[config.mk]
export PLATFORM = sky130hd
export DESIGN_NAME = edge_detect_multi
export DESIGN_NICKNAME = d
export VERILOG_FILES = /design/src/rtl/edge_detect_multi.sv
export SDC_FILE = /design/constraint.sdc
export NUM_CORES = 1
export LEC_CHECK = 0
export BUFFER_PORTS_ARGS = -buffer_cell sky130_fd_sc_hd__buf_2
export CAP_MARGIN = 15
export CORE_UTILIZATION = 50
export CTS_CLUSTER_SIZE = 10
export DETAILED_ROUTE_END_ITERATION = 10
export GPL_TIMING_DRIVEN = 0
export PLACE_DENSITY = 0.82
export SYNTH_ARGS = -nofsm -noshare
export SYNTH_HDL_FRONTEND = slang
export SYNTH_SLANG_ARGS = --single-unit
[constraint.sdc]
create_clock -name clk_i -period 1.29 [get_ports clk_i]
set_clock_uncertainty 0.05 [all_clocks]
set_input_delay 0.129 -clock clk_i [delete_from_list [all_inputs] [get_ports clk_i]]
set_output_delay 0.129 -clock clk_i [all_outputs]
set_load 0.05 [all_outputs]
[src/rtl/edge_detect_multi.sv]
`default_nettype none
// ============================================================================
// Module      : edge_detect_multi
// Description : Multi-channel synchronised, debounced edge detector with
//               per-channel mode select, one-cycle qualified edge pulses,
//               sticky write-1-to-clear status flags and a combined
//               interrupt output.
// Revision    : 1.0 - initial release
// ----------------------------------------------------------------------------
// Parameters
//   CH          number of independent channels (1..32)
//   SYNC_STAGES synchroniser flops per channel (0..3, 0 = bypass)
//   FILT_CNT    cycles a new synchronised level must persist (1..255)
// Ports
//   clk_i       single clock, all state on the rising edge
//   rstn_i      asynchronous active-low reset
//   sign_i      [CH]   raw input levels
//   mode_i      [2*CH] per-channel mode: 00 off, 01 rise, 10 fall, 11 both
//   clear_i     [CH]   write-1-to-clear for status_o
//   irq_en_i    [CH]   per-channel interrupt enable
//   level_o     [CH]   filtered level
//   pulse_o     [CH]   one-cycle qualified edge pulse
//   status_o    [CH]   sticky edge-seen flags
//   irq_o              OR over channels of (status_o & irq_en_i)
// ============================================================================
module edge_detect_multi #(
  parameter int CH          = 4,
  parameter int SYNC_STAGES = 2,
  parameter int FILT_CNT    = 4
) (
  input  logic            clk_i,
  input  logic            rstn_i,
  input  logic [CH-1:0]   sign_i,
  input  logic [2*CH-1:0] mode_i,
  input  logic [CH-1:0]   clear_i,
  input  logic [CH-1:0]   irq_en_i,
  output logic [CH-1:0]   level_o,
  output logic [CH-1:0]   pulse_o,
  output logic [CH-1:0]   status_o,
  output logic            irq_o
);

  localparam int              CNT_W    = $clog2(FILT_CNT + 1);
  // Counter value at which the next differing sample completes the run.
  localparam logic [CNT_W-1:0] CNT_LAST = CNT_W'(FILT_CNT - 1);
  localparam logic [CNT_W-1:0] CNT_ONE  = CNT_W'(1);

  for (genvar c = 0; c < CH; c++) begin : g_ch

    logic sync_w;

    // ------------------------------------------------------------------
    // Input synchroniser
    // ------------------------------------------------------------------
    if (SYNC_STAGES == 0) begin : g_sync_bypass
      assign sync_w = sign_i[c];
    end else begin : g_sync
      logic [SYNC_STAGES-1:0] sync_q;
      logic [SYNC_STAGES-1:0] sync_d;

      // Shift left by one: new sample enters bit 0, oldest bit drops off.
      always_comb begin
        sync_d = SYNC_STAGES'({sync_q, sign_i[c]});
      end

      always_ff @(posedge clk_i or negedge rstn_i) begin
        if (!rstn_i) begin
          sync_q <= '0;
        end else begin
          sync_q <= sync_d;
        end
      end

      assign sync_w = sync_q[SYNC_STAGES-1];
    end

    // ------------------------------------------------------------------
    // Debounce filter
    // ------------------------------------------------------------------
    logic [CNT_W-1:0] cnt_q;
    logic [CNT_W-1:0] cnt_d;
    logic             level_q;
    logic             level_d;

    always_comb begin
      cnt_d   = cnt_q;
      level_d = level_q;
      if (sync_w == level_q) begin
        cnt_d = '0;
      end else if (cnt_q == CNT_LAST) begin
        // FILT_CNT-th consecutive differing sample: accept the new level.
        cnt_d   = '0;
        level_d = ~level_q;
      end else begin
        cnt_d = cnt_q + CNT_ONE;
      end
    end

    always_ff @(posedge clk_i or negedge rstn_i) begin
      if (!rstn_i) begin
        cnt_q   <= '0;
        level_q <= 1'b0;
      end else begin
        cnt_q   <= cnt_d;
        level_q <= level_d;
      end
    end

    // ------------------------------------------------------------------
    // Edge qualification, pulse and sticky status
    // ------------------------------------------------------------------
    logic       prev_q;
    logic       pulse_q;
    logic       pulse_d;
    logic       status_q;
    logic       status_d;
    logic       rise_w;
    logic       fall_w;
    logic [1:0] mode_w;

    // Edges derive only from the filtered level history, so a change of
    // mode alone can never manufacture a pulse.
    assign rise_w = level_q & ~prev_q;
    assign fall_w = ~level_q & prev_q;
    assign mode_w = mode_i[2*c +: 2];

    always_comb begin
      pulse_d  = (rise_w & mode_w[0]) | (fall_w & mode_w[1]);
      // A new pulse overrides a simultaneous clear.
      status_d = pulse_d | (status_q & ~clear_i[c]);
    end

    always_ff @(posedge clk_i or negedge rstn_i) begin
      if (!rstn_i) begin
        prev_q   <= 1'b0;
        pulse_q  <= 1'b0;
        status_q <= 1'b0;
      end else begin
        prev_q   <= level_q;
        pulse_q  <= pulse_d;
        status_q <= status_d;
      end
    end

    assign level_o[c]  = level_q;
    assign pulse_o[c]  = pulse_q;
    assign status_o[c] = status_q;

  end : g_ch

  // Combinational so that enabling an already-flagged channel is immediate.
  assign irq_o = |(status_o & irq_en_i);

endmodule : edge_detect_multi
`default_nettype wire

# ---- Yosys cells after proc, flatten, opt, wreduce, memory -nomap -nowiden
# Index checks and enable logic that the tools add are counted.
dict set report totals {
  reg_bits 36
  in_bits 22
  out_inout_bits 13
  word_cells 94
}
dict set report classes {
  n_addsub 4
  n_eq_ne 8
  mux 8
  bitwise 45
  reduce_logical 5
}
# operator n
set ops {}
lappend ops {{$mux 3} 8}
lappend ops {{$and 1x1->1} 20}
lappend ops {{$not 1->1} 16}
lappend ops {{$add 3x1->3 const B} 4}
lappend ops {{$eq 3x2->1 const B} 4}
lappend ops {{$or 1x1->1} 8}
lappend ops {{$reduce_and 2->1} 4}
lappend ops {{$and 4x4->4} 1}
lappend ops {{$eq 1x1->1} 4}
lappend ops {{$reduce_or 4->1} 1}

# ---- Depth between registers and ports, before layout
dict set report logic_depth {
  ltp_word 5
  depth_mapped 3
  depth_no_buf 3
}

# ---- Worst setup path after synthesis
# OpenSTA, ideal clock, no wires.
dict set report synth_timing {
  kind {flip-flop to flip-flop}
  start {reg g_ch[2].cnt_q[0]}
  end {reg g_ch[2].level_q}
  setup_ns 0.125
  t_arrival_ns 0.972
  required_ns 1.115
  slack_ns 0.144
  stages_incl_launch_ff 4
  synth_period_minus_slack_ns 1.146
  cell_sequence {dfrtp_1 ha_1 nor2b_1 mux2_2}
}
dict set report synth_between {
  elab_chain_cells 2
}
# element line_no
set synth_lines {}
lappend synth_lines {{start, declared} 80} ;# logic [CNT_W-1:0] cnt_q;
lappend synth_lines {{start signal, assigned} 104} ;# cnt_q <= cnt_d;
lappend synth_lines {{$eq 3x2->1} 90} ;# end else if (cnt_q == CNT_LAST) begin
lappend synth_lines {{$reduce_and 2->1 (no source line)} n/a}
lappend synth_lines {{end signal, assigned} 105} ;# level_q <= level_d;
lappend synth_lines {{end, declared} 82} ;# logic level_q;
# No other way between the ends.
# A chain may end at the register's enable or synchronous reset.

# ---- Final worst setup path
dict set report layout_timing {
  start {reg g_ch[3].status_q}
  end {out irq_o}
}
dict set report layout_between {
  elab_chain_cells 2
}
# element line_no
set layout_lines {}
lappend layout_lines {{start, declared} 115} ;# logic status_q;
lappend layout_lines {{start signal, assigned} 141} ;# status_q <= status_d;
lappend layout_lines {{$and 4x4->4} 152} ;# assign irq_o = |(status_o & irq_en_i);
lappend layout_lines {{$reduce_or 4->1} 152}
lappend layout_lines {{end, declared} 40} ;# output logic irq_o
# No other way between the ends.

==> metrics.md <==
| Metric | Value |
|---|---|
| Global Route Usage Sum | 19.3% |
| Post-layout net count | 184 |
| Most common cell after layout, fill and taps aside | dfrtp_1 |
| CTS sink cnt | 36 |
| Global route overflow | 0 |
| Complex-gate fraction of the synthesized area | 5.14% |
| Routed WL | 2510 um |
| Register area share after synthesis | 66.1% |
| Failing checks | negative setup slack |
| Via count of the first global-routing pass | 876 |
| Filler cells | 165 |
| Sequential cell area | 906 um2 |
| TritonCTS clock tree | done |
| Post-synthesis simple-gate area fraction | 11.5% |
| Post-synthesis register bit count | 36 |
| CP Class | flip-flop to output port |
| Critical path endpoint category | output port |
| Max_cap viols | 0 |
| Drt first pass iters | 3 |
| Drt wl/cell | 13.3 um |
| Post-Place Worst Slack | 0.0515 ns |
| Maximum VDD drop | 2.49 mV |
| Fin Setup TNS | -0.0412 ns |
| Max Clk Rate | 0.751 GHz |
| Synthesized area | 1360 um2 |
| RSZ-0062 raised after global routing | yes |
| Cts bufs inserted | 5 |
| Synth warn | 0 |
| Die width | 54.2 um |
| Cell count after placement | 163 |
| Syn_area_per_cell | 13.8 um2 |
| IO Count | 35 |
| Rel. slew slack | 49.4% |
| Die span in y | 54.2 um |
| Diode count | 0 |
| First-pass GRT wire length | 3650 um |
| Leak pwr | 0.926 nW |
| Layout cells sized above 1 | 45.9% |
| Synth Area in Adders | 3.67% |
| Final Cycle Share | 103% |
| Placer Congestion | 0.649 |
| Die area | 2940 um2 |
| Ys flop type | dfrtp_1 |
| Core Rows | 18 |
| Area Growth Syn to Fin | 37.3% |
| H-tree Lvls | 2 |
| DR vias | 931 |
| Multi-input gate area in the final layout | 379 um2 |
| Clock tree root driver cell | clkbuf_4 |
| Antenna violations before repair | 0 |
| Clock Path Buffers | 2 |
| Initial core utilization | 54.0% |
| Outcome | finished with violations |
| Crit start category | flip-flop |
| Slack of the critical path | -0.0412 ns |
| Ys async rst share | 100% |
| Synth Instances | 99 |
| Non-filler cells, final | 189 |
| Final Setup Violations | 1 |
| Hold_ws | 0.0113 ns |
| Mux contribution to synthesized area | 3.31% |
| CORE AREA | 2520 um2 |
| DR vias/cell | 4.93 |
| Largest net degree at the start of global routing | 37 |
| Crit path time final | 1.33 ns |
| Syn nets | 125 |
| DRC violations left | 0 |
| Worst reg2reg path depth | 3 |
| Skew-Pair Late Insertion Delay | 0.33 ns |
| Final HPWL DP | 1490 um |
| Initial drt markers | 9 |
| Hold/Removal Path Class | input pin to flip-flop |
| Largest family of logic cells by synthesized area | simple AND/OR/NAND/NOR gates |
| Slew @ Worst Pin | 0.759 ns |
| Hold depth | 3 |
| # port buffers | 34 |
| Distinct cells, synth | 15 |
| Crit path required time | 1.11 ns |
| P per Cell Area | 2480 nW/um2 |
| Worst-path clk slew | 0.10 ns |
| Synth Area in XOR/XNOR | 2.57% |
| Fin. Hold Viols | 0 |
| Routed Antenna Nets | 0 |
| Crit path DAT | 1.15 ns |
| Number of synthesized flops with an enable pin | 0 |
| Commonest non-fill, non-tap cells in the layout | 32 x dfrtp_1, 25 x buf_4, 25 x buf_2, 11 x dlygate4sd3_1, 6 x nor3b_1 |
| CP max FO | 3 |
| Final Max Tran Viols | 0 |
[report_power, final]
part	total, mW	switching (mW)	internal, mW
registers	1.69	0.199	1.49
logic	2.19	1.23	0.952
clock network	0.758	0.352	0.406
total	4.63	1.78	2.85
[cell usage after synthesis (4+ instances only)]
| cell type | count | share of area (%) |
|---|---|---|
| buf_4 | 12 | 6.6 |
| nor2b_1 | 4 | 1.8 |
| ha_1 | 4 | 3.7 |
| nand3b_1 | 4 | 2.2 |
| mux2_2 | 4 | 3.3 |
| xnor2_1 | 4 | 2.6 |
| dfrtp_1 | 36 | 66 |
| inv_1 | 4 | 1.1 |
| nor3_1 | 4 | 1.5 |
| o221ai_1 | 4 | 2.6 |
| nor3b_1 | 6 | 3.3 |
| o21ai_0 | 4 | 1.5 |
| nand2_1 | 5 | 1.4 |
[metrics by stage]
stage / power, mW / cell area (um2) / util, %
after floorplan: 3.14 / 1360 / -
after global placement: 3.43 / 1570 / 62.3
after detailed placement: 3.52 / 1570 / 62.3
after CTS: 4.48 / 1810 / 71.7
after global routing: 4.92 / 1870 / 74.2
final: 4.63 / 1870 / 74.2
[cell families after synthesis]
family	after synthesis
flip-flops	36
AO/OA/AOI/OAI	10
XOR/XNOR	4
adder cells (fa/ha/maj)	4
buffers and inverters	16
AND/OR/NAND/NOR	25
multiplexers	4
[worst max-delay path: stages, from the launching register on]
cell and delay [ns]:
dfrtp_1 0.43, a22oi_2 0.16, nand2_1 0.08, buf_6 0.15
[state kept, by name (all words and copies together) (netlist names)]
name and flops:
g_ch.g_sync.sync_q 8, g_ch.level_q 4, g_ch.pulse_q 4, g_ch.status_q 4, g_ch.cnt_q 12, g_ch.prev_q 4
[worst paths after layout]
| kind | startpoint | to | slack [ns] |
|---|---|---|---|
| worst min register to register | g_ch[1].g_sync.sync_q[0]$_DFF_PN0_ | g_ch[1].g_sync.sync_q[1]$_DFF_PN0_ | 0.31 |
| worst min-delay path | mode_i[6] | g_ch[3].status_q$_DFF_PN0_ | 0.01 |
| min in group asynchronous | rstn_i | g_ch[0].pulse_q$_DFF_PN0_ | 0.35 |
| max in group asynchronous | rstn_i | g_ch[1].level_q$_DFFE_PN0P_ | 0.32 |
| worst max-delay path | g_ch[3].status_q$_DFF_PN0_ | irq_o | -0.04 |
| worst max register to register | g_ch[0].cnt_q[0]$_DFF_PN0_ | g_ch[0].level_q$_DFFE_PN0P_ | 0.05 |
[routing by layer]
layer | routed length [um] | GRT usage, % | vias to the layer above
met4 | 34 | 9.83 | 0
li1 | - | - | 448
met3 | 135 | 8.76 | 4
met5 | 0 | 0 | -
met2 | 1330 | 32.9 | 33
met1 | 1010 | 19.6 | 446
[layout make-up]
class,instances,area share [%]
Buffer,12,4.82
Clock buffer,6,2.21
Clock inverter,2,1.87
Inverter,4,0.803
Multi-Input combinational cell,47,20.3
Sequential cell,36,48.4
Tap cell,30,2.01
Timing Repair Buffer,52,19.6
[what timing repair did]
action | 4_1_cts | 5_1_grt
pin swaps | 1 | 1
hold buffers | 11 | 0
resized for setup | 10 | 15
setup buffers | 4 | 3
hold endpoints to repair | 45 | 0
endpoints found under the setup margin | 6 | 9
cloned | 0 | 0
(Power assumes the default switching activity.)
